**config.mk**
```make
export PLATFORM = sky130hd
export DESIGN_NAME = bldc_motor_supervisor
export DESIGN_NICKNAME = d
export VERILOG_FILES = /design/src/rtl/bldc_motor_supervisor.sv
export SDC_FILE = /design/constraint.sdc
export NUM_CORES = 1
export LEC_CHECK = 0
export BUFFER_PORTS_ARGS = -buffer_cell sky130_fd_sc_hd__buf_2
export CORE_UTILIZATION = 55
export DETAILED_ROUTE_END_ITERATION = 10
export GPL_TIMING_DRIVEN = 0
export PLACE_DENSITY = 0.85
export SETUP_SLACK_MARGIN = 0.15
export SLEW_MARGIN = 20
export SYNTH_ARGS = -nofsm -noshare
export SYNTH_HDL_FRONTEND = slang
export SYNTH_SLANG_ARGS = --single-unit
```
**constraint.sdc**
```tcl
create_clock -name clk -period 14.6 [get_ports clk]
set_clock_uncertainty 0.2 [all_clocks]
set_input_delay 0.73 -clock clk [delete_from_list [all_inputs] [get_ports clk]]
set_output_delay 0.73 -clock clk [all_outputs]
set_load 0.005 [all_outputs]
```
**src/rtl/bldc_motor_supervisor.sv**
```systemverilog
// Per-motor BLDC supervisor: command latch, slew-limited duty ramp,
// periodic count snapshots and hall-fault retry/lockout sequencing.
module bldc_motor_supervisor #(
   parameter int DUTY_CYCLE_WIDTH    = 10,
   parameter int ENCODER_COUNT_WIDTH = 15,
   parameter int HALL_COUNT_WIDTH    = 7,
   parameter int RAMP_STEP           = 4,
   parameter int RAMP_DIV            = 1000,
   parameter int SAMPLE_PERIOD       = 10000,
   parameter int FAULT_HOLDOFF       = 100000,
   parameter int MAX_RETRIES         = 3
) (
   input  logic                           clk,
   input  logic                           rst,
   input  logic                           cmd_valid,
   input  logic                           cmd_en,
   input  logic [DUTY_CYCLE_WIDTH-1:0]    cmd_duty,
   input  logic                           clear_fault,
   input  logic                           hall_fault,
   input  logic [ENCODER_COUNT_WIDTH-1:0] enc_count,
   input  logic [HALL_COUNT_WIDTH-1:0]    hall_count,
   output logic                           motor_en,
   output logic [DUTY_CYCLE_WIDTH-1:0]    motor_duty,
   output logic                           motor_reset_counts,
   output logic [ENCODER_COUNT_WIDTH-1:0] enc_snapshot,
   output logic [HALL_COUNT_WIDTH-1:0]    hall_snapshot,
   output logic                           sample_valid,
   output logic [2:0]                     state,
   output logic                           fault_latched
);

   localparam int DW  = DUTY_CYCLE_WIDTH;
   localparam int RTW = $clog2(RAMP_DIV + 1);
   localparam int STW = $clog2(SAMPLE_PERIOD + 1);
   localparam int HTW = $clog2(FAULT_HOLDOFF + 1);
   localparam int CW  = $clog2(MAX_RETRIES + 2);

   localparam logic [RTW-1:0] RAMP_LAST = RTW'(RAMP_DIV - 1);
   localparam logic [STW-1:0] SMP_LAST  = STW'(SAMPLE_PERIOD - 1);
   localparam logic [HTW-1:0] HOLD_LAST = HTW'(FAULT_HOLDOFF - 1);
   localparam logic [DW-1:0]  STEP      = DW'(RAMP_STEP);
   localparam logic [CW-1:0]  RETRY_MAX = CW'(MAX_RETRIES);

   typedef enum logic [2:0] {
      IDLE       = 3'd0,
      RAMP       = 3'd1,
      RUN        = 3'd2,
      FAULT_WAIT = 3'd3,
      LOCKOUT    = 3'd4
   } state_t;

   state_t          state_q, state_d;
   logic [DW-1:0]   target;
   logic            en_req;
   logic [RTW-1:0]  ramp_cnt;
   logic [STW-1:0]  smp_cnt;
   logic [HTW-1:0]  hold_cnt, hold_d;
   logic [CW-1:0]   retry, retry_d;
   logic [DW-1:0]   duty_d, diff, step;
   logic            ramp_tick, smp_tick;

   assign ramp_tick = (ramp_cnt == RAMP_LAST);
   assign smp_tick  = (smp_cnt == SMP_LAST);
   assign state     = state_q;

   always_comb begin
      state_d = state_q;
      duty_d  = motor_duty;
      retry_d = retry;
      hold_d  = '0;
      diff    = (target > motor_duty) ? target - motor_duty
                                      : motor_duty - target;
      step    = (diff > STEP) ? STEP : diff;
      unique case (state_q)
         IDLE: begin
            duty_d = '0;
            if (en_req) state_d = RAMP;
         end
         RAMP, RUN: begin
            if (hall_fault) begin
               state_d = FAULT_WAIT;
               duty_d  = '0;
               retry_d = retry + 1'b1;
            end else if (!en_req) begin
               state_d = IDLE;
               duty_d  = '0;
            end else if (state_q == RUN) begin
               if (target != motor_duty) state_d = RAMP;
            end else if (motor_duty == target) begin
               state_d = RUN;
               retry_d = '0;
            end else if (ramp_tick) begin
               // step is bounded by the distance, so no overshoot or wrap
               duty_d = (target > motor_duty) ? motor_duty + step
                                              : motor_duty - step;
            end
         end
         FAULT_WAIT: begin
            duty_d = '0;
            if (hold_cnt != HOLD_LAST) begin
               hold_d = hold_cnt + 1'b1;
            end else if (retry >= RETRY_MAX) begin
               state_d = LOCKOUT;
            end else if (hall_fault) begin
               retry_d = retry + 1'b1;
            end else if (en_req) begin
               state_d = RAMP;
            end else begin
               state_d = IDLE;
            end
         end
         LOCKOUT: begin
            duty_d = '0;
            if (clear_fault) begin
               retry_d = '0;
               state_d = IDLE;
            end
         end
         default: begin
            state_d = IDLE;
            duty_d  = '0;
         end
      endcase
   end

   always_ff @(posedge clk) begin
      if (rst) begin
         state_q            <= IDLE;
         target             <= '0;
         en_req             <= 1'b0;
         ramp_cnt           <= '0;
         smp_cnt            <= '0;
         hold_cnt           <= '0;
         retry              <= '0;
         motor_en           <= 1'b0;
         motor_duty         <= '0;
         motor_reset_counts <= 1'b0;
         enc_snapshot       <= '0;
         hall_snapshot      <= '0;
         sample_valid       <= 1'b0;
         fault_latched      <= 1'b0;
      end else begin
         if (cmd_valid) begin
            target <= cmd_duty;
            en_req <= cmd_en;
         end
         state_q       <= state_d;
         motor_duty    <= duty_d;
         retry         <= retry_d;
         hold_cnt      <= hold_d;
         motor_en      <= (state_d == RAMP) || (state_d == RUN);
         fault_latched <= (state_d == LOCKOUT);
         // ramp timer only runs while staying in RAMP
         if (state_q == RAMP && state_d == RAMP)
            ramp_cnt <= ramp_tick ? '0 : ramp_cnt + 1'b1;
         else
            ramp_cnt <= '0;
         smp_cnt            <= smp_tick ? '0 : smp_cnt + 1'b1;
         sample_valid       <= smp_tick;
         motor_reset_counts <= smp_tick;
         if (smp_tick) begin
            enc_snapshot  <= enc_count;
            hall_snapshot <= hall_count;
         end
      end
   end

endmodule

```
== Word level (Yosys, flattened, before mapping) ==
Cells that the tools add are included.

* Output and inout bits: 39
* Register bits after elaboration: 93
* Input bits: 38

* Add/subtract/negate cells: 8
* Reduce and logical (&&, ||, !) cells: 11
* Muxes and demuxes: 24
* Eq/ne operators: 19
* $lt $le $gt $ge: 3
* Bitwise gates (word level): 7

{| class="wikitable"
|+ Operator list
! cell !! number
|-
| 2-to-1 mux 3 bit || 18
|-
| 2-to-1 mux 10 bit || 3
|-
| subtractor 10 bit || 3
|-
| adder 17 x 1 -> 17 bit, second input constant || 1
|-
| != test 17 bit, second input constant || 1
|-
| adder 14 x 1 -> 14 bit, second input constant || 1
|-
| equality test 14 bit, second input constant || 1
|-
| case mux 3 bit (4 select lines) || 1
|-
| adder 10 x 1 -> 10 bit, second input constant || 1
|-
| adder 10 bit || 1
|-
| equality test 10 bit || 1
|-
| equality test 10 bit, second input constant || 1
|-
| greater-than comparator 10 bit || 1
|-
| greater-than comparator 10 x 3 -> 1 bit, second input constant || 1
|-
| != test 10 bit || 1
|-
| equality test 3 x 2 -> 1 bit, second input constant || 3
|-
| != test 3 bit, second input constant || 3
|-
| case mux 3 bit (3 select lines) || 1
|-
| != test 2 bit, second input constant || 4
|-
| AND reduction 8 bit || 1
|-
| inverter 1 bit || 7
|-
| equality test 3 x 1 -> 1 bit, second input constant || 2
|-
| equality test 3 bit, second input constant || 2
|-
| OR reduction 3 bit || 2
|-
| 10 further kinds || 11
|}

== Logic depth before layout (Yosys ltp) ==
Gate-level depths: netlist of run 1.

* Word-level depth: 10
* Depth in mapped cells: 26

== Least setup slack after synthesis of run 1 ==
Ideal clock, no wire load.

* Path kind: reg2reg
* From: reg motor_duty[7]
* To: reg motor_duty[9]
* Path buffers: 2
* Library setup time: 68 ps
* Setup slack: 9477 ps
* Stages on the path, launching flop included: 26
* Arrival: 4855 ps
* Cell sequence: dfxtp_1 -> inv_1 -> ha_1 -> buf_6 -> a21o_1 -> a211o_1 -> o221a_1 -> buf_6 -> a2111o_1 -> o32a_1 -> nor2_1 -> o21ai_0 -> ha_1 -> a22o_1 -> inv_1 -> ha_1 -> nor2b_1 -> o21ai_0 -> a21oi_1 -> o21ai_0 -> a21oi_1 -> a21o_1 -> a21oi_1 -> xor2_1 -> or3_1 -> a21oi_2

* Word-level cells in the longest chain between the ends: 6
* Elaborated cells between the ends (all ways): 12
* Classes of those cells: 4 x add/sub; 2 x order compare; 1 x eq/ne; 3 x mux; 1 x bitwise; 1 x reduce/logical

{| class="wikitable"
|+ RTL lines
! item !! RTL line !! text
|-
| start, declared || 23 || <nowiki>output logic [DUTY_CYCLE_WIDTH-1:0] motor_duty,</nowiki>
|-
| start signal, assigned || 148 || <nowiki>motor_duty <= duty_d;</nowiki>
|-
| subtractor 10 bit (tied with other cells) || 72 || <nowiki>: motor_duty - target;</nowiki>
|-
| 2-to-1 mux 10 bit || 71 || <nowiki>diff = (target > motor_duty) ? target - motor_duty</nowiki>
|-
| greater-than comparator 10 x 3 -> 1 bit || 73 || <nowiki>step = (diff > STEP) ? STEP : diff;</nowiki>
|-
| 2-to-1 mux 10 bit || 73 ||
|-
| subtractor 10 bit / adder 10 bit (equally long branches) || 95, 94 ||
|-
| 2-to-1 mux 10 bit || 94 || <nowiki>duty_d = (target > motor_duty) ? motor_duty + step</nowiki>
|}

Parallel ways exist; a longest one is shown, timed or not.
A chain may end at the register's enable or synchronous reset.

== Final worst setup path of run 1 ==
* From: reg motor_duty[8]
* To: reg motor_duty[9]

The elaborated chain is that of the path after synthesis.

==> results of run 1 <==
[final timing paths]
kind | start | endpoint | slack, ns | cells after the start
max | motor_duty[8] | motor_duty[9] | 8.83 | 26
min | enc_snapshot[12] | enc_snapshot[12] | 0.26 | 2
max reg2reg | motor_duty[8] | motor_duty[9] | 8.83 | 26
min reg2reg | enc_snapshot[12] | enc_snapshot[12] | 0.26 | 2
[where the power goes]
group,switching (W),internal [W]
sequential,0.00000301,0.000257
clock,0.000107,0.0000682
combinational,0.0000463,0.0000355
total,0.000156,0.000361
[logic make-up after synthesis]
kind of cell	Yosys count	synth area share, %
compound gates	109	13.98
flops	93	35.63
simple gates	289	24.78
buf+inv	65	5.244
xor+xnor	50	8.381
mux	14	2.682
fa+ha+maj	37	9.291
[through the flow]
stage                     power [W]  std cells  util (%)  cell area [sq um]  worst slack, ns
final                     0.0005166        877     64.52               5962            8.827
after global routing      0.0005395        877     64.52               5962            8.469
after CTS                 0.0005191        877     64.52               5962            8.856
after detailed placement  0.0003460        861     62.36               5762            8.921
after global placement    0.0003428        861     62.36               5762            9.110
after floorplan           0.0003270        657         -               5225            9.477
[per-layer routing]
| metal | global-route usage, % | up-vias |
|---|---|---|
| li1 | - | 2381 |
| met1 | 27.47 | 2160 |
| met2 | 43.86 | 111 |
| met3 | 4.919 | 25 |
| met4 | 11.54 | 0 |
| met5 | 0 | - |
[state kept, by name, summed over array words and instances (netlist names)]
name / cells
state: 3
smp_cnt: 14
sample_valid: 1
ramp_cnt: 10
hold_cnt: 17
retry: 3
en_req: 1
target: 10
hall_snapshot: 7
enc_snapshot: 15
motor_duty: 10
motor_en: 1
fault_latched: 1
[cell usage after synthesis (all sizes together) (2+ instances only)]
library cell / n / area share [%]
o21bai: 2 / 0.29
nand4: 12 / 1.4
buf: 12 / 1.4
clkbuf: 18 / 1.3
or3: 5 / 0.60
fa: 3 / 1.1
nor2b: 8 / 0.96
a21oi: 51 / 5.0
nor2: 115 / 8.3
a21o: 7 / 1.0
and2: 2 / 0.24
o31ai: 2 / 0.29
xor2: 27 / 4.5
or2: 3 / 0.36
nand2b: 14 / 1.7
xnor2: 23 / 3.9
o41ai: 3 / 0.86
dfxtp: 93 / 36
o21ai: 16 / 1.5
nand3: 23 / 2.2
o21a: 3 / 0.43
a2111oi: 2 / 0.81
and3: 8 / 0.96
a31oi: 3 / 0.36
ha: 34 / 8.1
nor4: 2 / 0.24
nand2: 82 / 5.9
o32a: 2 / 0.38
nor3: 8 / 0.77
mux2i: 14 / 2.7
o22ai: 2 / 0.24
inv: 35 / 2.5
and4: 4 / 0.67
o21ba: 2 / 0.38
a211oi: 4 / 0.57
[worst min-delay path, delay by kind of cell (launching register included)]
| kind | cells | cell delay (ns) |
|---|---|---|
| compound gates | 1 | 0.05 |
| simple gates | 1 | 0.05 |
| flops | 1 | 0.32 |
[area by class of cell]
type	instances	area [sq um]
well taps	129	161.4
repair buffers	75	375.4
plain buffers	30	142.6
clock buffers	9	123.9
clock inverters	7	76.32
flip-flops and latches	93	1862
multi-input cells	499	3089
fillers	765	3278
inverters	35	131.4
==> results.sh, run 1 <==
export IMPL_ios=77
export IMPL_crit_family="compound AO/OA/AOI/OAI gates"
export IMPL_worst_slew_pin_slew_ns=0.7844
export IMPL_post_cts_buffers=0
export IMPL_synth_warnings=0
export IMPL_antenna_found_initial=0
export IMPL_wl_per_cell_microns=13.63
export IMPL_drive_gt1_share_pct=14.97
export IMPL_h_tree_depth=3
export IMPL_powerDensity_nw_per_um2=86.64
export IMPL_place_congestion=0.9114
export IMPL_synth_area_sq_um=5225
export IMPL_crit_path_end_kind="flop"
export IMPL_insertedDiodeCount=0
export IMPL_finalCritPeriodShare_pct=39.54
export IMPL_p_leak_nw=2.457
export IMPL_worst_endpoint_required_ns=14.70
export IMPL_final_max_slew_viol_count=0
export IMPL_wl_met3_microns=427
export IMPL_clkSinkCount=93
export IMPL_synthCells=657
export IMPL_setup_tns_ns=0
export IMPL_port_buffers=75
export IMPL_layout_commonest_cell="nor2_1"
export IMPL_synth_avg_cell_area_sq_um=7.953
export IMPL_crit_buf_inv=4
export IMPL_cts_buffers=9
export IMPL_ys_async_sr_fraction_pct=0
export IMPL_slew_headroom_pct=47.71
export IMPL_overflow=0
export IMPL_peakVddDrop_v=0.00005471
export IMPL_drtIter0Drc=168
export IMPL_start_util_pct=56.55
export IMPL_cp_slowest_cell="dfxtp_1"
export IMPL_vias=4677
export IMPL_track_usage_pct=24.33
export IMPL_wl_met1_mm=5.050
export IMPL_synth_flop_cell="dfxtp_1"
export IMPL_cts_root_buf="clkbuf_8"
export IMPL_mostFrequentLayoutCells="114 x nor2_1, 93 x dfxtp_1, 82 x nand2_1"
export IMPL_clock_path_buffers=2
export IMPL_maxCapViolCount=0
export IMPL_hold_viol_final=0
export IMPL_grt_max_degree=20
export IMPL_grt_pass1_vias=4457
export IMPL_die_area_sq_um=9894
export IMPL_core_area_sq_um=9240
export IMPL_cts_clk_slew_worst_paths_ns=0.10
export IMPL_route_met2_wl_mm=6.178
export IMPL_nets=818
export IMPL_seq_area_frac_synth_pct=35.63
export IMPL_drt_pass1_iterations=5
export IMPL_post_dp_hpwl_mm=9.198
export IMPL_routed_wl_mm=11.95
export IMPL_crit_fanout=10
export IMPL_grt_setup_unrepaired="false"
export IMPL_ant_nets=0
export IMPL_clk_latency_ns=0.38
export IMPL_critPathMaxStageDelay_ns=0.43
export IMPL_synth_enable_flop_cells=0
export IMPL_num_rows=35
export IMPL_fmax_ghz=0.1732
export IMPL_cts_repair_resized=0
export IMPL_cts_tree="built"
export IMPL_route_detailed_drc=0
export IMPL_min_path_type="flop to flop"
export IMPL_via_per_inst=5.333
export IMPL_area_growth_pct=14.10
export IMPL_ys_ff_latch=93
export IMPL_outcome="finished clean"
export IMPL_die_x_microns=99.47
export IMPL_synth_cell_types=56
export IMPL_grt_pass1_wl_mm=19.49
export IMPL_cts_hold_buf=0
export IMPL_die_h_microns=99.47
export IMPL_arrival_ns=5.87
export IMPL_setup_viol=0
export IMPL_start_kind="flop"
export IMPL_period_minus_slack_ns=5.773
export IMPL_critical_path_class="flop to flop"
export IMPL_syn_nets=732
export IMPL_highest_layer="met4"
export IMPL_whs_ns=0.2625
Power figures use the tool's default switching activity.
==> run 2: changes to the inputs <==
--- a/config.mk
+++ b/config.mk
@@ -5,6 +5,7 @@
 export SDC_FILE = /design/constraint.sdc
 export NUM_CORES = 1
 export LEC_CHECK = 0
+export ABC_AREA = 1
 export BUFFER_PORTS_ARGS = -buffer_cell sky130_fd_sc_hd__buf_2
 export CORE_UTILIZATION = 55
 export DETAILED_ROUTE_END_ITERATION = 10
==> constraint.sdc (replaced) <==
create_clock -name clk -period 6 [get_ports clk]
set_clock_uncertainty 0.2 [all_clocks]
set_input_delay 0.3 -clock clk [delete_from_list [all_inputs] [get_ports clk]]
set_output_delay 0.3 -clock clk [all_outputs]
set_load 0.005 [all_outputs]
==> results.sh, run 2 <==
export IMPL_outcome="finished clean"
export IMPL_nets=934
export IMPL_post_cts_buffers=0
export IMPL_peakVddDrop_v=0.0001347
export IMPL_mostFrequentLayoutCells="155 x nand2_1, 121 x inv_1, 93 x dfxtp_1"
export IMPL_synth_warnings=0
export IMPL_cts_tree="built"
export IMPL_antenna_found_initial=1
export IMPL_ys_ff_latch=93
export IMPL_ant_nets=0
export IMPL_clock_path_buffers=2
export IMPL_period_minus_slack_ns=5.164
export IMPL_cts_root_buf="clkbuf_8"
export IMPL_finalCritPeriodShare_pct=86.07
export IMPL_grt_pass1_vias=4867
export IMPL_p_leak_nw=2.958
export IMPL_power_frac_seq_pct=48.9
export IMPL_pwr_share_comb_pct=18.1
export IMPL_post_dp_hpwl_mm=9.454
export IMPL_start_kind="flop"
export IMPL_drt_pass1_iterations=6
export IMPL_layout_commonest_cell="nand2_1"
export IMPL_place_congestion=0.8957
export IMPL_crit_buf_inv=5
export IMPL_synthCells=750
export IMPL_start_util_pct=57.22
export IMPL_largest_registers="hold_cnt: 17 flops, enc_snapshot: 15 flops, smp_cnt: 14 flops"
export IMPL_crit_family="simple AND/OR/NAND/NOR gates"
export IMPL_final_max_slew_viol_count=0
export IMPL_synth_common_cells="155 x nand2_1, 121 x inv_1, 93 x dfxtp_1"
export IMPL_track_usage_pct=27.69
export IMPL_vias=5216
export IMPL_routed_wl_mm=13.39
export IMPL_synth_avg_cell_area_sq_um=7.117
export IMPL_synth_area_leaders="dfxtp_1 35%, nand2_1 11%, inv_1 8.5%"
export IMPL_core_area_sq_um=9328
export IMPL_worst_slew_pin_slew_ns=0.5851
export IMPL_clk_latency_ns=0.38
export IMPL_hold_depth=3
export IMPL_synth_top_cell_by_area="dfxtp_1"
export IMPL_cp_slowest_cell="dfxtp_1"
export IMPL_power_switching_w=0.0003827
export IMPL_clkSinkCount=93
export IMPL_syn_nets=825
export IMPL_p_int_w=0.0009102
export IMPL_route_detailed_drc=0
export IMPL_arrival_ns=5.27
export IMPL_grt_setup_unrepaired="false"
export IMPL_min_path_type="input pin to flop"
export IMPL_via_per_inst=5.253
export IMPL_reg2reg_depth=32
export IMPL_largest_register="hold_cnt"
export IMPL_synth_area_sq_um=5338
export IMPL_synth_cell_types=46
export IMPL_ys_async_sr_fraction_pct=0
export IMPL_grt_max_degree=17
export IMPL_area_growth_pct=18.07
export IMPL_cts_buffers=9
export IMPL_setup_viol=0
export IMPL_die_h_microns=100.5
export IMPL_num_rows=35
export IMPL_largest_reg_flops=17
export IMPL_critical_path_class="flop to flop"
export IMPL_drive_gt1_share_pct=13.33
export IMPL_port_buffers=75
export IMPL_cts_clk_slew_worst_paths_ns=0.11
export IMPL_overflow=0
export IMPL_yosys_area_top_type_share_pct=34.88
export IMPL_maxCapViolCount=0
export IMPL_slew_headroom_pct=60.85
export IMPL_synth_enable_flop_cells=0
export IMPL_fin_ws_ns=0.8356
export IMPL_critPathMaxStageDelay_ns=0.44
export IMPL_fmax_ghz=0.1936
export IMPL_powerDensity_nw_per_um2=205.1
export IMPL_ios=77
export IMPL_seq_area_frac_synth_pct=34.88
export IMPL_post_place_ws_ns=0.9246
export IMPL_drtIter0Drc=321
export IMPL_crit_fanout=10
export IMPL_wl_per_cell_microns=13.48
export IMPL_setup_tns_ns=0
export IMPL_hold_viol_final=0
export IMPL_worst_endpoint_required_ns=6.11
export IMPL_path_common_cell="nand2_1"
export IMPL_crit_cells=32
export IMPL_die_x_microns=100.5
export IMPL_die_area_sq_um=10100
export IMPL_yosysMostFrequentCell="nand2_1"
export IMPL_crit_path_end_kind="flop"
export IMPL_grt_pass1_wl_mm=21.98
export IMPL_p_clk_share_pct=33.0
export IMPL_h_tree_depth=3
export IMPL_synth_flop_cell="dfxtp_1"
export IMPL_switching_share_pct=29.60
[run 2: metal layers]
metal  vias up  wire [microns]  GRT usage [%]
met4         0             474          14.16
met3        42             649          5.617
li1       2656               -              -
met2       149            6461          46.42
met1      2369            5803          33.71
met5         -               0              0
[run 2: cells by family (layout without fill, tap and decap cells)]
kind of cell | count (synthesis) | after routing | synth area share, %
AOI/OAI and AO/OA | 126 | 126 | 14.21
xor gates and xnor gates | 20 | 20 | 3.282
adders and majority gates | 37 | 37 | 9.095
buffers and inverters | 140 | 253 | 10.31
DFF | 93 | 93 | 34.88
other | 0 | 1 | 0
and+or+nand+nor | 334 | 334 | 28.22
[run 2: what timing repair did]
action                    CTS  global route
resized for setup           0             0
hold buffers               23             0
hold endpoints to repair   23             0
[run 2: per-stage QoR]
stage          hold WS [ns]  util (%)  cell area [sq um]  std cells   power, W
6_report            0.02075     67.57               6302        993   0.001293
2_1_floorplan        0.2175         -               5338        750  0.0008118
4_1_cts            0.009813     67.54               6300        992   0.001293
5_1_grt             0.02507     67.57               6302        993   0.001354
3_3_place_gp         0.2277     62.98               5874        954  0.0008586
3_5_place_dp         0.2396     62.98               5874        954  0.0008630
[run 2: worst paths after layout]
check	from	to	slack [ns]
worst max-delay path	motor_duty[8]	motor_duty[8]	0.84
worst min-delay path	cmd_duty[6]	target[6]	0.02
worst max register to register	motor_duty[8]	motor_duty[8]	0.84
worst min register to register	hold_cnt[0]	hold_cnt[0]	0.26
[run 2: final cells by class]
class / count / area [sq um]
clock buffer: 9 / 123.9
inverter: 124 / 466.7
fill: 748 / 3025
clock inverter: 6 / 71.32
tap: 129 / 161.4
antenna: 1 / 2.502
sequential: 93 / 1862
timing repair buffer: 98 / 605.6
buffer: 16 / 83.83
multi-input combinational: 517 / 2925
[run 2: worst min-delay path: cells and delay by family]
family,cells,cell delay (ns)
compound gates,2,0.18
buf+inv,1,0.09
[run 2: power groups by stage]
stage               Sequential, W  Combinational [W]  Clock [W]
finish                   0.000632           0.000234   0.000427
CTS                      0.000632           0.000230   0.000432
global placement         0.000646           0.000213          0
floorplan                0.000645           0.000167          0
detailed placement       0.000646           0.000217          0
global route             0.000633           0.000263   0.000457
